[config.mk]
export PLATFORM = sky130hd
export DESIGN_NAME = if_pc_fetch_flat
export DESIGN_NICKNAME = d
export VERILOG_FILES = /design/src/rtl/if_pc_fetch_pkg.sv /design/src/rtl/if_pc_fetch_if.sv /design/src/rtl/if_pc_fetch_hold_buf.sv /design/src/rtl/if_pc_fetch.sv /design/src/flat_wrapper.sv
export SDC_FILE = /design/constraint.sdc
export NUM_CORES = 1
export LEC_CHECK = 0
export ABC_AREA = 1
export CORE_ASPECT_RATIO = 1.1
export CORE_MARGIN = 3
export CORE_UTILIZATION = 38
export CTS_CLUSTER_SIZE = 24
export DETAILED_ROUTE_END_ITERATION = 10
export PLACE_DENSITY_LB_ADDON = 0.3
export REMOVE_ABC_BUFFERS = 1
export SYNTH_ARGS = -nofsm -noshare
export SYNTH_HDL_FRONTEND = slang
export SYNTH_SLANG_ARGS = --single-unit
[constraint.sdc]
create_clock -name clk -period 2.2 [get_ports clk]
set_input_delay 0.44 -clock clk [delete_from_list [all_inputs] [get_ports clk]]
set_output_delay 0.44 -clock clk [all_outputs]
set_load 0.1 [all_outputs]
[src/rtl/if_pc_fetch_pkg.sv]
// Shared types and constants for the fetch-stage PC generator.
// Optional build macro: IF_REDIRECT_REG_EN (registered EX redirect).
`ifndef RNG_64
`define RNG_64 63:0
`endif

package if_pc_fetch_pkg;

  localparam int unsigned XLEN        = 64;
  localparam int unsigned INSTR_W_DEF = 32;

  localparam logic [`RNG_64] RESET_PC_DEF = 64'h0000_0000_8000_0000;

  typedef enum logic [1:0] {
    FETCH = 2'd0,
    WAIT  = 2'd1,
    HOLD  = 2'd2,
    DRAIN = 2'd3
  } fetch_state_e;

  // Word-aligned memory address for a (possibly halfword-aligned) PC
  function automatic logic [XLEN-1:0] word_addr(input logic [XLEN-1:0] pc);
    return pc & ~XLEN'(3);
  endfunction

endpackage

[src/rtl/if_pc_fetch_if.sv]
// Instruction-memory request/response bus (req/gnt/rvalid).
interface if_pc_fetch_if
  import if_pc_fetch_pkg::*;
#(
  parameter int unsigned INSTR_W = INSTR_W_DEF
);

  logic               req;
  logic [XLEN-1:0]    addr;
  logic               gnt;
  logic               rvalid;
  logic [INSTR_W-1:0] rdata;

  modport master (output req, addr, input gnt, rvalid, rdata);
  modport slave  (input req, addr, output gnt, rvalid, rdata);

endinterface

[src/rtl/if_pc_fetch_hold_buf.sv]
// Single-entry {pc, instr} skid register; clear has priority over load.
module if_pc_fetch_hold_buf
  import if_pc_fetch_pkg::*;
#(
  parameter int unsigned INSTR_W = INSTR_W_DEF
) (
  input  logic               clk,
  input  logic               rst_n,
  input  logic               load,
  input  logic               clear,
  input  logic [XLEN-1:0]    pc_in,
  input  logic [INSTR_W-1:0] instr_in,
  output logic               valid,
  output logic [XLEN-1:0]    pc,
  output logic [INSTR_W-1:0] instr
);

  logic               valid_q, valid_d;
  logic [XLEN-1:0]    pc_q, pc_d;
  logic [INSTR_W-1:0] instr_q, instr_d;

  always_comb begin
    valid_d = valid_q;
    pc_d    = pc_q;
    instr_d = instr_q;
    if (clear) begin
      valid_d = 1'b0;
    end else if (load) begin
      valid_d = 1'b1;
      pc_d    = pc_in;
      instr_d = instr_in;
    end
  end

  always_ff @(posedge clk) begin
    if (!rst_n) begin
      valid_q <= 1'b0;
      pc_q    <= '0;
      instr_q <= '0;
    end else begin
      valid_q <= valid_d;
      pc_q    <= pc_d;
      instr_q <= instr_d;
    end
  end

  assign valid = valid_q;
  assign pc    = pc_q;
  assign instr = instr_q;

endmodule

[src/rtl/if_pc_fetch.sv]
// Fetch-stage PC generator: one outstanding imem request, EX redirects, stall skid.
// Define IF_REDIRECT_REG_EN to register the EX redirect before it acts.
module if_pc_fetch
  import if_pc_fetch_pkg::*;
#(
  parameter logic [XLEN-1:0] RESET_PC = RESET_PC_DEF,
  parameter int unsigned     INSTR_W  = INSTR_W_DEF
) (
  input  logic               clk,
  input  logic               rst_n,
  input  logic               i_stall,
  input  logic               i_ex_jump_taken,
  input  logic               i_ex_branch_taken,
  input  logic [XLEN-1:0]    i_ex_jump_target,
  input  logic [XLEN-1:0]    i_ex_branch_target,
  if_pc_fetch_if.master      imem,
  output logic               o_if_valid,
  output logic [XLEN-1:0]    o_if_pc,
  output logic [INSTR_W-1:0] o_if_instr,
  output logic               o_flush
);

  fetch_state_e       state_q, state_d;
  logic [XLEN-1:0]    pc_q, pc_d;
  logic [XLEN-1:0]    req_pc_q, req_pc_d;
  logic               if_valid_q, if_valid_d;
  logic [XLEN-1:0]    if_pc_q, if_pc_d;
  logic [INSTR_W-1:0] if_instr_q, if_instr_d;

  logic               redir_c;
  logic [XLEN-1:0]    tgt_raw_c, tgt_c;
  logic               req_c, flush_c, hb_load_c, hb_clear_c;
  logic               hb_valid;
  logic [XLEN-1:0]    hb_pc;
  logic [INSTR_W-1:0] hb_instr;

  // Jump wins over branch; bit0 of the target is always cleared
  assign tgt_raw_c = (i_ex_jump_taken ? i_ex_jump_target : i_ex_branch_target) & ~XLEN'(1);

`ifdef IF_REDIRECT_REG_EN
  logic            redir_q, redir_d;
  logic [XLEN-1:0] tgt_q, tgt_d;

  always_comb begin
    redir_d = i_ex_jump_taken | i_ex_branch_taken;
    tgt_d   = tgt_raw_c;
  end

  always_ff @(posedge clk) begin
    if (!rst_n) begin
      redir_q <= 1'b0;
      tgt_q   <= '0;
    end else begin
      redir_q <= redir_d;
      tgt_q   <= tgt_d;
    end
  end

  assign redir_c = redir_q;
  assign tgt_c   = tgt_q;
`else
  assign redir_c = i_ex_jump_taken | i_ex_branch_taken;
  assign tgt_c   = tgt_raw_c;
`endif

  if_pc_fetch_hold_buf #(.INSTR_W(INSTR_W)) u_hold_buf (
    .clk      (clk),
    .rst_n    (rst_n),
    .load     (hb_load_c),
    .clear    (hb_clear_c),
    .pc_in    (req_pc_q),
    .instr_in (imem.rdata),
    .valid    (hb_valid),
    .pc       (hb_pc),
    .instr    (hb_instr)
  );

  // Next-state, request and IF/ID output logic
  always_comb begin
    state_d    = state_q;
    pc_d       = pc_q;
    req_pc_d   = req_pc_q;
    if_valid_d = if_valid_q;
    if_pc_d    = if_pc_q;
    if_instr_d = if_instr_q;
    req_c      = 1'b0;
    flush_c    = 1'b0;
    hb_load_c  = 1'b0;
    hb_clear_c = 1'b0;

    if (redir_c) begin
      flush_c    = 1'b1;
      pc_d       = tgt_c;
      if_valid_d = 1'b0;
      hb_clear_c = 1'b1;
      state_d    = FETCH;
      if ((state_q == WAIT || state_q == DRAIN) && !imem.rvalid) state_d = DRAIN;
    end else begin
      // A displayed instruction is consumed on any unstalled cycle
      if (!i_stall) if_valid_d = 1'b0;
      unique case (state_q)
        FETCH: begin
          req_c = 1'b1;
          if (imem.gnt) begin
            req_pc_d = pc_q;
            pc_d     = pc_q + XLEN'(4);
            state_d  = WAIT;
          end
        end
        WAIT: begin
          if (imem.rvalid && i_stall) begin
            hb_load_c = 1'b1;
            state_d   = HOLD;
          end else if (imem.rvalid) begin
            if_valid_d = 1'b1;
            if_pc_d    = req_pc_q;
            if_instr_d = imem.rdata;
            req_c      = 1'b1;
            if (imem.gnt) begin
              req_pc_d = pc_q;
              pc_d     = pc_q + XLEN'(4);
            end else begin
              state_d = FETCH;
            end
          end
        end
        HOLD: begin
          if (!i_stall) begin
            if_valid_d = hb_valid;
            if_pc_d    = hb_pc;
            if_instr_d = hb_instr;
            hb_clear_c = 1'b1;
            state_d    = FETCH;
          end
        end
        DRAIN: begin
          if (imem.rvalid) state_d = FETCH;
        end
        default: state_d = FETCH;
      endcase
    end
  end

  always_ff @(posedge clk) begin
    if (!rst_n) begin
      state_q    <= FETCH;
      pc_q       <= RESET_PC;
      req_pc_q   <= '0;
      if_valid_q <= 1'b0;
      if_pc_q    <= '0;
      if_instr_q <= '0;
    end else begin
      state_q    <= state_d;
      pc_q       <= pc_d;
      req_pc_q   <= req_pc_d;
      if_valid_q <= if_valid_d;
      if_pc_q    <= if_pc_d;
      if_instr_q <= if_instr_d;
    end
  end

  assign imem.req   = req_c;
  assign imem.addr  = word_addr(pc_q);
  assign o_flush    = flush_c;
  assign o_if_valid = if_valid_q;
  assign o_if_pc    = if_pc_q;
  assign o_if_instr = if_instr_q;

endmodule

[src/flat_wrapper.sv]
// flat-port wrapper written by rule: the top's interface ports become plain ports
module if_pc_fetch_flat import if_pc_fetch_pkg::*;
#(
  parameter logic [XLEN-1:0] RESET_PC = RESET_PC_DEF,
  parameter int unsigned     INSTR_W  = INSTR_W_DEF
)
  (clk, rst_n, i_stall, i_ex_jump_taken, i_ex_branch_taken, i_ex_jump_target, i_ex_branch_target, o_if_valid, o_if_pc, o_if_instr, o_flush, imem_req, imem_addr, imem_gnt, imem_rvalid, imem_rdata);
  if_pc_fetch_if #(.INSTR_W(INSTR_W)) imem_i ();
  input  logic clk;
  input  logic rst_n;
  input  logic i_stall;
  input  logic i_ex_jump_taken;
  input  logic i_ex_branch_taken;
  input  logic [XLEN-1:0] i_ex_jump_target;
  input  logic [XLEN-1:0] i_ex_branch_target;
  output logic o_if_valid;
  output logic [XLEN-1:0] o_if_pc;
  output logic [INSTR_W-1:0] o_if_instr;
  output logic o_flush;
  output wire logic [$bits(imem_i.req)-1:0] imem_req;
  output wire logic [$bits(imem_i.addr)-1:0] imem_addr;
  input wire logic [$bits(imem_i.gnt)-1:0] imem_gnt;
  input wire logic [$bits(imem_i.rvalid)-1:0] imem_rvalid;
  input wire logic [$bits(imem_i.rdata)-1:0] imem_rdata;
  assign imem_req = imem_i.req;
  assign imem_addr = imem_i.addr;
  assign imem_i.gnt = imem_gnt;
  assign imem_i.rvalid = imem_rvalid;
  assign imem_i.rdata = imem_rdata;
  if_pc_fetch #(.RESET_PC(RESET_PC), .INSTR_W(INSTR_W)) u_core (.clk(clk), .rst_n(rst_n), .i_stall(i_stall), .i_ex_jump_taken(i_ex_jump_taken), .i_ex_branch_taken(i_ex_branch_taken), .i_ex_jump_target(i_ex_jump_target), .i_ex_branch_target(i_ex_branch_target), .imem(imem_i), .o_if_valid(o_if_valid), .o_if_pc(o_if_pc), .o_if_instr(o_if_instr), .o_flush(o_flush));
endmodule
# Word-level counts from Yosys, hierarchy flattened
# Cells that the tools add are included.
[word_totals] register_bits=324 in_bits=167 output_inout_bits=163 wordCells=87
[classes] n_addsub=1 eq_ne=13 muxes=43 bitwise_logic=4 n_reduce_logical=16
[ops] op="64-bit 2-to-1 mux" n=11
[ops] op="64-bit case mux with 2 select lines" n=3
[ops] op="32-bit 2-to-1 mux" n=3
[ops] op="64-bit by 3-bit adder with 64-bit output (second input constant)" n=1
[ops] op="32-bit case mux with 2 select lines" n=1
[ops] op="2-bit 2-to-1 mux" n=8
[ops] op="3-bit by 2-bit != test with 1-bit output (second input constant)" n=5
[ops] op="1-bit 2-to-1 mux" n=14
[ops] op="5-bit AND reduction" n=2
[ops] op="4-bit by 3-bit != test with 1-bit output (second input constant)" n=2
[ops] op="2-bit case mux with 4 select lines" n=1
[ops] op="2-bit != test (second input constant)" n=3
[ops] op="3-bit AND reduction" n=2
[ops] op="2-bit equality test (second input constant)" n=2
[ops] op="1-bit case mux with 2 select lines" n=2
[ops] op="4-bit AND reduction" n=1
[ops] op="2-bit nonzero test" n=2
[ops] op="2-bit OR reduction" n=2
[ops] op="1-bit inverter" n=3
[ops] op="3-bit nonzero test" n=1
[ops] op="2-bit by 1-bit equality test with 1-bit output (second input constant)" n=1
[ops] op="1-bit logical AND" n=2
[ops] op="2-bit zero test" n=1
[ops] op="2-bit AND reduction" n=1
[ops] op="3 further kinds" n=3

# Logic depth before layout (Yosys ltp)
# Gate-level depths: netlist of the first run.
[depth] word_depth=6 ltp_mapped=11 depth_no_buf=11

# Cells and area by module
# A second synthesis of the first run with hierarchy kept.
[unflattened] hier_cells=2527 hier_area_um2=16427.0
[modules_own_cells] module="if_pc_fetch" instances=1 cells_per_inst=1903 area_per_inst_um2=12328.1 seq_area_each_um2=4504.3
[modules_own_cells] module="if_pc_fetch_hold_buf" instances=1 cells_per_inst=624 area_per_inst_um2=4098.9 seq_area_each_um2=1941.9

# Worst setup path after synthesis of the first run
# OpenSTA, ideal clock, no wires.
[synth_timing] path_type="input port to output port" start="in i_ex_branch_taken" end="out imem_req" t_arrival_ns=3.024 required_time_ns=1.760 path_slack_ns=-1.264 path_stages=4 path_buffers=1 path_cell_list="nor2_4 inv_1 clkbuf_1 a21oi_1"
[synth_between] elab_chain_cells=2
[synth_lines] item="start: declaration" line="flat_wrapper.sv:13" source="input logic i_ex_branch_taken;"
[synth_lines] item="1-bit bitwise OR" line="if_pc_fetch.sv:62" source="assign redir_c = i_ex_jump_taken | i_ex_branch_taken;"
[synth_lines] item="1-bit 2-to-1 mux" line="if_pc_fetch.sv:91" source="if (redir_c) begin"
[synth_lines] item="end: declaration" line="flat_wrapper.sv:20" source="output wire logic [$bits(imem_i.req)-1:0] imem_req;"
# Every way passes these cells.

# Worst setup path in the final report of the first run
[layout_timing] start="reg u_core.state_q[0]" end="out imem_req"
[layout_between] elab_chain_cells=3 word_cells_on_any_way=4 cone_classes="eq/ne: 1; mux: 2; reduce/logical: 1"
[layout_lines] item="start: declaration" line="if_pc_fetch.sv:23" source="fetch_state_e state_q, state_d;"
[layout_lines] item="start signal: assignment" line="if_pc_fetch.sv:153" source="state_q <= state_d;"
[layout_lines] item="2-bit by 1-bit equality test with 1-bit output or 2-bit zero test (tied branches)" line="if_pc_fetch.sv:101" source="unique case (state_q)"
[layout_lines] item="1-bit case mux with 2 select lines *" line="if_pc_fetch.sv:101"
[layout_lines] item="1-bit 2-to-1 mux *" line="if_pc_fetch.sv:91"
# Every way passes the cells marked *; elsewhere a longest branch is shown, timed or not.

==> key figures, run 1 <==
Worst setup path
  – Slowest-stage cell, CP: dfxtp_2
  – Crit end category: primary output
  – Critical path launch point: u_core.state_q[0]
  – Crit start category: flop
  – Crit path cell chain: inv_2, ha_2, inv_1, a21oi_2, buf_4, buf_12
  – Critical path required time: 1760 ps
  – Reg-to-reg startpoint: u_core.pc_q[6]
  – Worst Path Max Fanout: 4
  – CP Capture Point: imem_req
  – Critical path's top delay family: buffers and inverters
  – WP depth: 6
  – CP bufs+invs: 4
  – R2r worst-path depth: 7
  – Reg2Reg Setup Slack: 210 ps
  – Worst EP arrival: 1700 ps
  – CP max stage delay: 350 ps
  – Worst Setup Path Type: flop to primary output
  – R2R Path End: u_core.pc_q[39]

Synth
  – Compound-Gate Fraction of Synth Area: 0.273
  – Mux cell area share after synthesis: 0
  – Yosys reg bits: 320
  – Post-Syn Area: 15800 sq um
  – Largest family of logic cells by synthesized area: compound AO/OA/AOI/OAI gates
  – Top_reg_cell synth: dfxtp_1
  – Synth Area in XOR/XNOR: 0.00278
  – Main area contributors after synthesis: dfxtp_1 41%, nor2_1 9.3%, a21oi_1 9.0%, o21ai_0 8.5%, a211oi_1 7.8%
  – Post-synth top area share: 0.406
  – Avg Inst Size Synth: 6.95 sq um
  – Post-synth top area cell: dfxtp_1
  – Netlist cell types: 35
  – Yosys Warn Count: 0
  – Synth async-reset ratio: 0
  – Post-Synth Adder-Cell Area: 0.00397
  – Mapped Cells: 2268
  – Post-Synth Simple-Gate Area: 0.177
  – Post-synth EDFFs: 0
  – Register area share after synthesis: 0.406

Power
  – Design Power: 0.0158 W
  – Sequential Power Share: 0.396
  – Power per cell area: 780 nW/um^2
  – Int Power: 0.0109 W
  – Maximum VDD drop: 0.000468 V
  – Sw Ratio: 0.312
  – Clk pwr share: 0.407
  – Net Switching: 0.00493 W
  – LEAKAGE: 8.05 nW
  – Combinational Power Share: 0.197

Clock network
  – Htree depth: 2
  – CTS root buf: clkbuf_16
  – CTS Hold Bufs: 0
  – CTS Buf Count: 37
  – Latest clock arrival within the worst-skew pair: 540 ps
  – Clock Path Buffers: 3
  – Clk slew on worst S/H paths: 70 ps
  – Clock sink count: 320
  – CTS tree: done

Placement
  – Pre-CTS setup slack: -64.0 ps
  – Post-Place Cells: 3003
  – GP Congestion: 0.909
  – Post-DP HPWL: 36.8 mm
  – Port Buf Inserts: 324

STA
  – Tmin final: 2140 ps
  – Slack of the critical path: 61.1 ps
  – Max Fclk: 0.468 GHz
  – Hold WS: 224 ps
  – Final period utilization: 0.972
  – Max_slew headroom: 0.551
  – Final Setup Violations: 0
  – Slew Viols, Final: 0
  – Post-Route Skew: 11.8 ps
  – Slew @ Worst Pin: 674 ps
  – Final Hold Viols: 0
  – RSZ-0062 raised after global routing: false

Detailed routing
  – Via-to-Cell Ratio: 5.10
  – Drt first pass iters: 5
  – DR vias: 15700
  – DRC: 0
  – DRT antenna net count: 0
  – Final WL: 52.5 mm
  – DR iter-0 viols: 884
  – Drt wl/cell: 17.1 um

Die
  – # IOs: 330
  – Die ar.: 44000 sq um
  – Die Y: 220 um
  – Row cnt: 77
  – Core area: 40600 sq um
  – Initial core utilization: 0.389
  – Die width: 200 um

Cells and area
  – Nets: 2661
  – Fraction of layout cells with a size suffix above 1: 0.130
  – Diode count: 0
  – # fillers: 4005
  – Layout Cells excl Fill: 3070
  – Layout area overhead: 28.6%
  – Commonest non-fill, non-tap cells in the layout: 389 x nor2_1, 318 x dfxtp_1, 282 x a21oi_1
  – Leading cell type in the layout, fill and taps excluded: nor2_1

GRT
  – Grt peak-use layer: met2
  – Met2 Use GR: 0.398
  – Total global-route track usage: 0.232
  – Vias in the first global route: 14900
  – Met3 global-route usage: 0.0380
  – Largest net degree at the start of global routing: 107
  – Initial antenna violation count: 0
  – First-pass GRT wire length: 82.9 mm
  – GRT overflow: 0
  – GR Layer Usage met1: 0.302

Outcome
  – Status: finished, final reports clean

Min path
  – Worst hold path class: input pin to flop

Job
  – Max_cap viols: 0
==> per-stage QoR <==
step / util / setup TNS (ps) / instance area, sq um
6_report: 0.500 / 0 / 20300
5_1_grt: 0.500 / 0 / 20300
4_1_cts: 0.500 / 0 / 20300
3_5_place_dp: 0.468 / -1160 / 19000
3_3_place_gp: 0.468 / 0 / 19000
2_1_floorplan: - / -830730 / 14600
==> metal layers <==
metal	part of all wire	vias to the layer above	wire (um)
met5	0	-	0
met1	0.44	7272	23300
met2	0.48	426	25100
met3	0.053	83	2780
met4	0.024	0	1250
li1	-	7883	-
==> tightest hold or removal path: stages <==
cell and delay (ps):
buf_6 140, o21ai_0 80, a21oi_1 40
==> sequential cells by signal, indices dropped and copies added (netlist names) <==
register / cells
u_core.o_if_instr: 32
u_core.o_if_pc: 63
u_core.o_if_valid: 1
u_core.pc_q: 63
u_core.req_pc_q: 63
u_core.state_q: 2
u_core.u_hold_buf.instr: 32
u_core.u_hold_buf.pc: 63
u_core.u_hold_buf.valid: 1
==> cell usage after synthesis, types with 5 or more instances <==
cell      instances
nor2_1          389
dfxtp_1         320
a21oi_1         283
o21ai_0         267
inv_1           253
nand2_1         234
a211oi_1        164
clkbuf_1         81
buf_4            78
nand3_1          55
buf_2            40
o21bai_1         16
o21ai_1          12
a31oi_1          11
buf_1            11
nand2_2           7
nand4_1           7
buf_6             5
ha_1              5
inv_2             5
==> worst min path at each step <==
stage                    startpoint              endpoint  cells after the start
2_1_floorplan   u_core.req_pc_q[10]   u_core.req_pc_q[10]                      2
3_5_place_dp   u_core.o_if_instr[8]  u_core.o_if_instr[8]                      2
6_report                      rst_n       u_core.pc_q[63]                      3
3_3_place_gp   u_core.o_if_instr[2]  u_core.o_if_instr[2]                      2
4_1_cts                       rst_n       u_core.pc_q[63]                      3
5_1_grt                       rst_n       u_core.pc_q[47]                      3
==> power groups by stage <==
stage,Clock [W],Combinational [W],Sequential [W]
6_report,0.00644,0.00312,0.00627
5_1_grt,0.00686,0.00332,0.00630
4_1_cts,0.00658,0.00312,0.00626
3_5_place_dp,0,0.00311,0.00639
3_3_place_gp,0,0.00308,0.00638
2_1_floorplan,0,0.000798,0.00751
==> repair_timing <==
action / in CTS / in global routing
setup endpoints to repair: 1 / 1
gates resized for setup: 7 / 2
buffers inserted: 0 / 0
==> cell families after synthesis <==
kind of cell / after synthesis
other: 1
DFF: 320
and+or+nand+nor: 703
xor gates and xnor gates: 5
buffers and inverters: 473
AOI/OAI and AO/OA: 761
adders and majority gates: 5
==> cell type report <==
class	instances	area [sq um]	share of cell area
Sequential cell	320	6410	0.316
Multi-Input combinational cell	1477	7260	0.358
Clock inverter	11	136	0.00672
Clock buffer	56	1140	0.0562
Inverter	258	976	0.0481
Tap cell	553	692	0.0341
Timing Repair Buffer	395	3670	0.181
(Power assumes the default switching activity.)
==> run 2, diff against run 1 <==
ABC_CLOCK_PERIOD_IN_PS = 2200   (was unset)
==> results of run 2 <==
The final DEF is identical to that of run 1; final timing and power are the same.
